**config.mk**
```make
export PLATFORM = sky130hd
export DESIGN_NAME = alu_flag_mul_unit
export DESIGN_NICKNAME = d
export VERILOG_FILES = /design/src/rtl/alu_flag_mul_unit.sv
export SDC_FILE = /design/constraint.sdc
export NUM_CORES = 1
export LEC_CHECK = 0
export CAP_MARGIN = 10
export CORE_MARGIN = 5
export CORE_UTILIZATION = 43
export CTS_CLUSTER_SIZE = 14
export DETAILED_ROUTE_END_ITERATION = 8
export PLACE_DENSITY_LB_ADDON = 0.05
export SLEW_MARGIN = 20
export SYNTH_ARGS = -nofsm -noshare
export SYNTH_HDL_FRONTEND = slang
export SYNTH_SLANG_ARGS = --single-unit
```
**constraint.sdc**
```tcl
create_clock -name Clock -period 4.9 [get_ports Clock]
set_clock_uncertainty 0.2 [all_clocks]
set_input_delay 0.98 -clock Clock [delete_from_list [all_inputs] [get_ports Clock]]
set_output_delay 0.98 -clock Clock [all_outputs]
set_load 0.05 [all_outputs]
```
**src/rtl/alu_flag_mul_unit.sv**
```systemverilog
// ALU, {Z,C,N,O} flag register and iterative shift-add multiplier that sit
// directly after the register file read ports.
module alu_flag_mul_unit #(
    parameter int WIDTH = 16
) (
    input  logic                 Clock,
    input  logic                 Reset,
    input  logic [WIDTH-1:0]     A,
    input  logic [WIDTH-1:0]     B,
    input  logic [3:0]           FunSel,
    input  logic                 WF,
    input  logic                 Start,
    output logic [WIDTH-1:0]     ALUOut,
    output logic [3:0]           FlagsOut,
    output logic [2*WIDTH-1:0]   MulOut,
    output logic                 Busy,
    output logic                 Done
);

    localparam int CW = $clog2(WIDTH) + 1;

    typedef enum logic [1:0] {
        IDLE,
        RUN,
        DONE
    } state_t;

    state_t state, state_next;

    logic             cin;
    logic [WIDTH:0]   add_sum;
    logic [WIDTH:0]   adc_sum;
    logic [WIDTH:0]   sub_sum;
    logic [WIDTH-1:0] alu_res;
    logic             z_next;
    logic             c_next;
    logic             n_next;
    logic             o_next;

    logic [2*WIDTH-1:0] mcand;
    logic [WIDTH-1:0]   mplier;
    logic [2*WIDTH-1:0] acc;
    logic [2*WIDTH-1:0] acc_step;
    logic [CW-1:0]      count;
    logic               last_step;

    assign cin     = FlagsOut[2];
    assign add_sum = {1'b0, A} + {1'b0, B};
    assign adc_sum = add_sum + {{WIDTH{1'b0}}, cin};
    // Subtraction as A + ~B + 1 so bit WIDTH is the no-borrow carry.
    assign sub_sum = {1'b0, A} + {1'b0, ~B} + {{WIDTH{1'b0}}, 1'b1};

    // ALU result plus the C and O candidates; ops that do not define C/O hold them.
    always_comb begin
        alu_res = A;
        c_next  = FlagsOut[2];
        o_next  = FlagsOut[0];
        case (FunSel)
            4'b0000: alu_res = A;
            4'b0001: alu_res = B;
            4'b0010: alu_res = ~A;
            4'b0011: alu_res = ~B;
            4'b0100: begin
                alu_res = add_sum[WIDTH-1:0];
                c_next  = add_sum[WIDTH];
                o_next  = (A[WIDTH-1] == B[WIDTH-1]) && (add_sum[WIDTH-1] != A[WIDTH-1]);
            end
            4'b0101: begin
                alu_res = adc_sum[WIDTH-1:0];
                c_next  = adc_sum[WIDTH];
                o_next  = (A[WIDTH-1] == B[WIDTH-1]) && (adc_sum[WIDTH-1] != A[WIDTH-1]);
            end
            4'b0110: begin
                alu_res = sub_sum[WIDTH-1:0];
                c_next  = sub_sum[WIDTH];
                o_next  = (A[WIDTH-1] != B[WIDTH-1]) && (sub_sum[WIDTH-1] != A[WIDTH-1]);
            end
            4'b0111: alu_res = A & B;
            4'b1000: alu_res = A | B;
            4'b1001: alu_res = A ^ B;
            4'b1010: alu_res = ~(A & B);
            4'b1011: begin
                alu_res = {A[WIDTH-2:0], 1'b0};
                c_next  = A[WIDTH-1];
            end
            4'b1100: begin
                alu_res = {1'b0, A[WIDTH-1:1]};
                c_next  = A[0];
            end
            4'b1101: begin
                alu_res = {A[WIDTH-1], A[WIDTH-1:1]};
                c_next  = A[0];
            end
            4'b1110: begin
                alu_res = {A[WIDTH-2:0], cin};
                c_next  = A[WIDTH-1];
            end
            4'b1111: begin
                alu_res = {cin, A[WIDTH-1:1]};
                c_next  = A[0];
            end
            default: alu_res = A;
        endcase
    end

    assign z_next = (alu_res == '0);
    assign n_next = alu_res[WIDTH-1];
    assign ALUOut = alu_res;

    always_ff @(posedge Clock or negedge Reset) begin
        if (!Reset) begin
            FlagsOut <= 4'b0000;
        end else if (WF) begin
            FlagsOut <= {z_next, c_next, n_next, o_next};
        end
    end

    // One shift-add step; the final step's sum goes straight to MulOut.
    assign acc_step  = mplier[0] ? (acc + mcand) : acc;
    assign last_step = (count == CW'(WIDTH - 1));

    always_comb begin
        state_next = state;
        Busy       = 1'b0;
        Done       = 1'b0;
        case (state)
            IDLE: begin
                if (Start) begin
                    state_next = RUN;
                end
            end
            RUN: begin
                Busy = 1'b1;
                if (last_step) begin
                    state_next = DONE;
                end
            end
            DONE: begin
                Done       = 1'b1;
                state_next = IDLE;
            end
            default: state_next = IDLE;
        endcase
    end

    always_ff @(posedge Clock or negedge Reset) begin
        if (!Reset) begin
            state <= IDLE;
        end else begin
            state <= state_next;
        end
    end

    always_ff @(posedge Clock or negedge Reset) begin
        if (!Reset) begin
            mcand  <= '0;
            mplier <= '0;
            acc    <= '0;
            count  <= '0;
            MulOut <= '0;
        end else begin
            case (state)
                IDLE: begin
                    if (Start) begin
                        mcand  <= {{WIDTH{1'b0}}, A};
                        mplier <= B;
                        acc    <= '0;
                        count  <= '0;
                    end
                end
                RUN: begin
                    acc    <= acc_step;
                    mcand  <= {mcand[2*WIDTH-2:0], 1'b0};
                    mplier <= {1'b0, mplier[WIDTH-1:1]};
                    count  <= count + CW'(1);
                    if (last_step) begin
                        MulOut <= acc_step;
                    end
                end
                default: begin
                end
            endcase
        end
    end

endmodule

```
== Word-level counts from Yosys, hierarchy flattened ==
Cells that the tools add are included.

* Bits in registers: 123
* Input bits: 40
* Logic and storage cells: 79

* $add $sub $neg: 6
* Equality and inequality tests: 25
* Muxes and demuxes: 17
* Bitwise logic cells: 6
* Reductions and logical operators: 16

{| class="wikitable"
|+ Operator list
! cell !! number
|-
| $pmux 16 s16 || 1
|-
| $pmux 32 s2 || 2
|-
| $mux 32 || 3
|-
| $not 16->16 || 3
|-
| $add 16x16->17 || 2
|-
| $add 32x32->32 || 1
|-
| $eq 4x4->1 const B || 8
|-
| $pmux 16 s2 || 1
|-
| $add 17x1->17 || 1
|-
| $add 17x1->17 const B || 1
|-
| $and 16x16->16 || 1
|-
| $eq 4x3->1 const B || 4
|-
| $logic_not 16->1 || 1
|-
| $mux 16 || 1
|-
| $or 16x16->16 || 1
|-
| $xor 16x16->16 || 1
|-
| $pmux 5 s2 || 1
|-
| $reduce_and 2->1 || 5
|-
| $eq 4x2->1 const B || 2
|-
| $add 5x1->5 const B || 1
|-
| $eq 5x4->1 const B || 1
|-
| $mux 5 || 1
|-
| $pmux 1 s5 || 1
|-
| $reduce_bool 5->1 || 1
|-
| 17 further kinds || 25
|}

== Longest topological paths before layout ==
* Depth after elaboration: 6
* Mapped depth: 15

== Worst setup path after synthesis ==
Ideal clock, no wire load.

* Kind: input -> output
* Start: in A[0]
* End: out ALUOut[14]
* Arrival time: 4.712 ns
* Required time: 3.720 ns
* Path slack: -0.992 ns
* Cell stages on the path: 12
* Cell sequence: ha_1 > inv_1 > fa_1 > nand2b_1 > a21o_1 > a21boi_2 > xor2_1 > nand4_4 > nor4_1 > nand2_1 > xor2_1 > o21ai_0

* Cells in the longest elaborated chain, start to end: 3
* Elaborated cells on any way between the ends: 5
* Classes of those cells: 4 x add/sub; 1 x mux

{| class="wikitable"
|+ Ends and longest elaborated chain
! item !! RTL line !! RTL
|-
| from (decl) || 8 || <nowiki>input logic [WIDTH-1:0] A,</nowiki>
|-
| $add 16x16->17 (on tied branches) || 51, 48 ||
|-
| $add 17x1->17 (on tied branches) || 51, 49 ||
|-
| $pmux 16 s16 * || 58 || <nowiki>case (FunSel)</nowiki>
|-
| to (decl) || 13 || <nowiki>output logic [WIDTH-1:0] ALUOut,</nowiki>
|}

Every way passes the cells marked *; elsewhere a longest branch is shown, timed or not.

== Worst setup path in the final report ==
* Start: in A[5]
* End: out ALUOut[15]

The elaborated chain is that of the path after synthesis.

==> flow_metrics.py <==
metrics = {
    "status": {
        "status": "finished with violations",
        "violations": "negative setup slack",
    },
    "logic_synthesis": {
        "ys_warn_count": 0,
        "syn_nets": 1497,
        "yosysTopAreaCell": "dfrtp_1",
        "ys_top_cells_by_area": "dfrtp_1 (28%), ha_1 (9.3%), o21ai_0 (6.5%)",
        "ys_ff_latch": 123,
        "synth-edff-count": 0,
        "avgSynthCellArea_sq_um": 8.13,
        "syn_area_sq_um": 11100,
        "synth_cells": 1371,
        "ys_async_sr_fraction_pct": 100,
        "yosysTopAreaCellShare_pct": 27.6,
        "ys_types": 97,
        "dominantRegCellSynth": "dfrtp_1",
        "seq_area_frac_synth_pct": 27.6,
    },
    "power_and_ir_drop": {
        "clock_power_share_pct": 18.9,
        "combPwrFrac_pct": 55.9,
        "seq_power_share_pct": 25.2,
        "irDropWorstVdd_mv": 0.584,
        "power_density_nw_per_um2": 435,
        "power.internal_uw": 3690,
        "p_sw_uw": 3090,
        "p_leak_uw": 0.00693,
        "netSwitchingFraction_pct": 45.6,
    },
    "worst_hold_path": {
        "holdCritPathClass": "flop to flop",
    },
    "sta": {
        "whs_ns": 0.280,
        "worstMarginPinSlew_ns": 0.647,
        "final_hold_viol_count": 0,
        "rsz0062_at_grt": "yes",
        "setup_ws_ns": -0.0356,
        "fin_crit_sh_pct": 101,
        "finalSetupViolCount": 4,
        "slew_violations": 0,
        "period_needed_ns": 4.94,
        "clock.fmax_mhz": 203,
        "relSlewSlack_pct": 56.2,
    },
    "floorplanning": {
        "core_sq_um": 25800,
        "die_w_microns": 171,
        "initial_utilization_pct": 43.3,
        "die_y_microns": 171,
        "die-area_sq_um": 29200,
        "placementRows": 59,
        "ios": 94,
    },
    "placement": {
        "gp_congestion": 0.962,
        "place_ws_ns": -0.818,
        "dpl.hpwl_mm": 31.5,
        "io_buffers": 93,
        "post_dp_cell_area_sq_um": 14100,
    },
    "setup_path": {
        "r2r_cells": 13,
        "r2r_slack_ns": 0.83,
        "r2r_start": "FlagsOut[2]",
        "rr_endpoint": "FlagsOut[3]",
        "setup.worst_path.class": "input port to primary output",
        "critPathCaptureType": "primary output",
        "worstPathRequired_ns": 3.72,
        "worstPathMaxFanout": 3,
        "cp-endpoint": "ALUOut[15]",
        "startpoint_type": "input port",
        "critPathArrivalTime_ns": 3.76,
        "startpoint": "A[5]",
    },
    "finish": {
        "final_common_cell": "buf_4",
        "final_nets": 1785,
        "final_cell_mix": "buf_4 (248), o21ai_0 (138), nand2_1 (127)",
        "fin_area_sq_um": 15600,
        "layout-drive-gt1-share_pct": 27.9,
        "syn_to_final_growth_pct": 40.1,
        "antenna_cells": 0,
    },
    "clocking": {
        "htreeDepth": 4,
        "clock-sinks": 123,
        "clock_latency_ns": 0.43,
        "ctsHoldBuffers": 0,
        "numCtsBuffers": 17,
        "root_buffer": "clkbuf_16",
        "path_clk_slew_ns": 0.07,
        "tritoncts": "yes",
        "clockBufferDepth": 2,
    },
    "route": {
        "routed_wl_mm": 42.4,
        "post_drt_wl_per_cell_microns": 21.1,
        "detail-route-antenna-nets": 0,
        "firstDrtPassIters": 5,
        "drt_iter0_drc": 1196,
        "vias_per_cell": 5.89,
        "num_vias": 11800,
        "drc_errors": 0,
    },
    "global_routing": {
        "grt_max_degree": 104,
        "grt_pass1_wl_mm": 65.6,
        "grt_usage_pct": 28.6,
        "grt_pass1_vias": 11400,
        "grt_antenna_before_repair": 1,
        "grt_overflow_total": 0,
    },
    "flow_run": {
        "cap_violations": 0,
    },
}
area by class of cell:
| cell class | count | area, sq um |
|---|---|---|
| clock buffers | 18 | 439 |
| clock inverters | 14 | 148 |
| fillers | 2312 | 10100 |
| inverters | 68 | 263 |
| multi-input cells | 1093 | 8140 |
| flip-flops and latches | 123 | 3080 |
| well taps | 335 | 419 |
| repair buffers | 356 | 3130 |
flip-flops by register name (all words and copies together) (netlist names):
signal,flops
mplier,16
FlagsOut,4
mcand,32
count,5
acc,32
MulOut,32
state,2
what timing repair did:
item	4_1_cts	5_1_grt
resized for setup	201	39
buffers inserted	27	6
endpoints found under the hold margin	0	0
setup endpoints to repair	15	8
pin swaps	44	24
logic make-up after synthesis:
group | Yosys count | share of synthesized area [%]
AOI/OAI and AO/OA | 513 | 30.6
and+or+nand+nor | 411 | 18.8
buffers and inverters | 155 | 6.00
DFF | 123 | 27.6
adders and majority gates | 86 | 9.85
xor gates and xnor gates | 53 | 4.41
muxes | 30 | 2.72
layer usage:
layer	up-vias	track usage, %	routed length (microns)
met1	5673	43.5	20600
li1	5643	-	-
met5	-	0	0
met4	0	7.72	945
met3	70	5.18	3090
met2	431	41.5	17800
worst max-delay path, stage by stage:
cell	delay, ns
buf_2	0.14
buf_4	0.15
buf_4	0.14
ha_2	0.20
nor3b_2	0.16
nor3_1	0.07
buf_4	0.14
o31ai_4	0.28
o41ai_4	0.13
a221o_1	0.38
a2111oi_4	0.32
a31oi_1	0.07
o22a_1	0.23
a21oi_4	0.19
buf_12	0.15
power by group through the flow:
stage / combinational [uW] / sequential (uW) / clock [uW]
detailed placement: 3600 / 1720 / 0
finish: 3790 / 1710 / 1280
floorplan: 2050 / 2010 / 0
global placement: 3560 / 1710 / 0
CTS: 3740 / 1710 / 1300
global route: 4100 / 1770 / 1350
how the worst min path moves through the flow:
| stage | startpoint | end | cells after the start |
|---|---|---|---|
| after floorplan | count[2] | count[2] | 1 |
| after global placement | MulOut[21] | MulOut[21] | 1 |
| after detailed placement | MulOut[10] | MulOut[10] | 2 |
| after CTS | MulOut[9] | MulOut[9] | 2 |
| after global routing | MulOut[9] | MulOut[9] | 2 |
| final | MulOut[21] | MulOut[21] | 1 |
synth_stat cells, types with 7 or more instances:
master       n
xor2_1      13
nand3_1     23
ha_1        83
o21ai_0    145
nor2b_1     45
a31oi_1     14
and3_1       9
o22ai_1     20
o221ai_1     9
buf_2       13
buf_1        9
xnor2_1     38
a22o_1      39
nand2_1    128
inv_1       65
a21o_1      19
o2111ai_1    9
nand2b_1    20
o211ai_1    12
o21a_1       7
mux2i_1     28
nor4_1       9
a21oi_1     99
nand4_1      8
o31ai_1      8
nor3_1      23
or3_1        7
clkbuf_1    54
dfrtp_1    123
a211oi_1     9
nor2_1      92
nor3b_1      7
a22oi_1     46
a221oi_1     9
stage by stage:
| stage | TNS [ns] | cells | total power (uW) | utilization, % |
|---|---|---|---|---|
| finish | -0.0730 | 2007 | 6790 | 60.6 |
| global route | -0.603 | 2007 | 7220 | 60.6 |
| CTS | -0.0284 | 2000 | 6750 | 59.8 |
| detailed placement | -7.69 | 1942 | 5320 | 54.6 |
| global placement | -7.57 | 1942 | 5270 | 54.6 |
| floorplan | -0.0647 | 1371 | 4060 | - |
No activity file was read; power rests on OpenSTA's default activity.
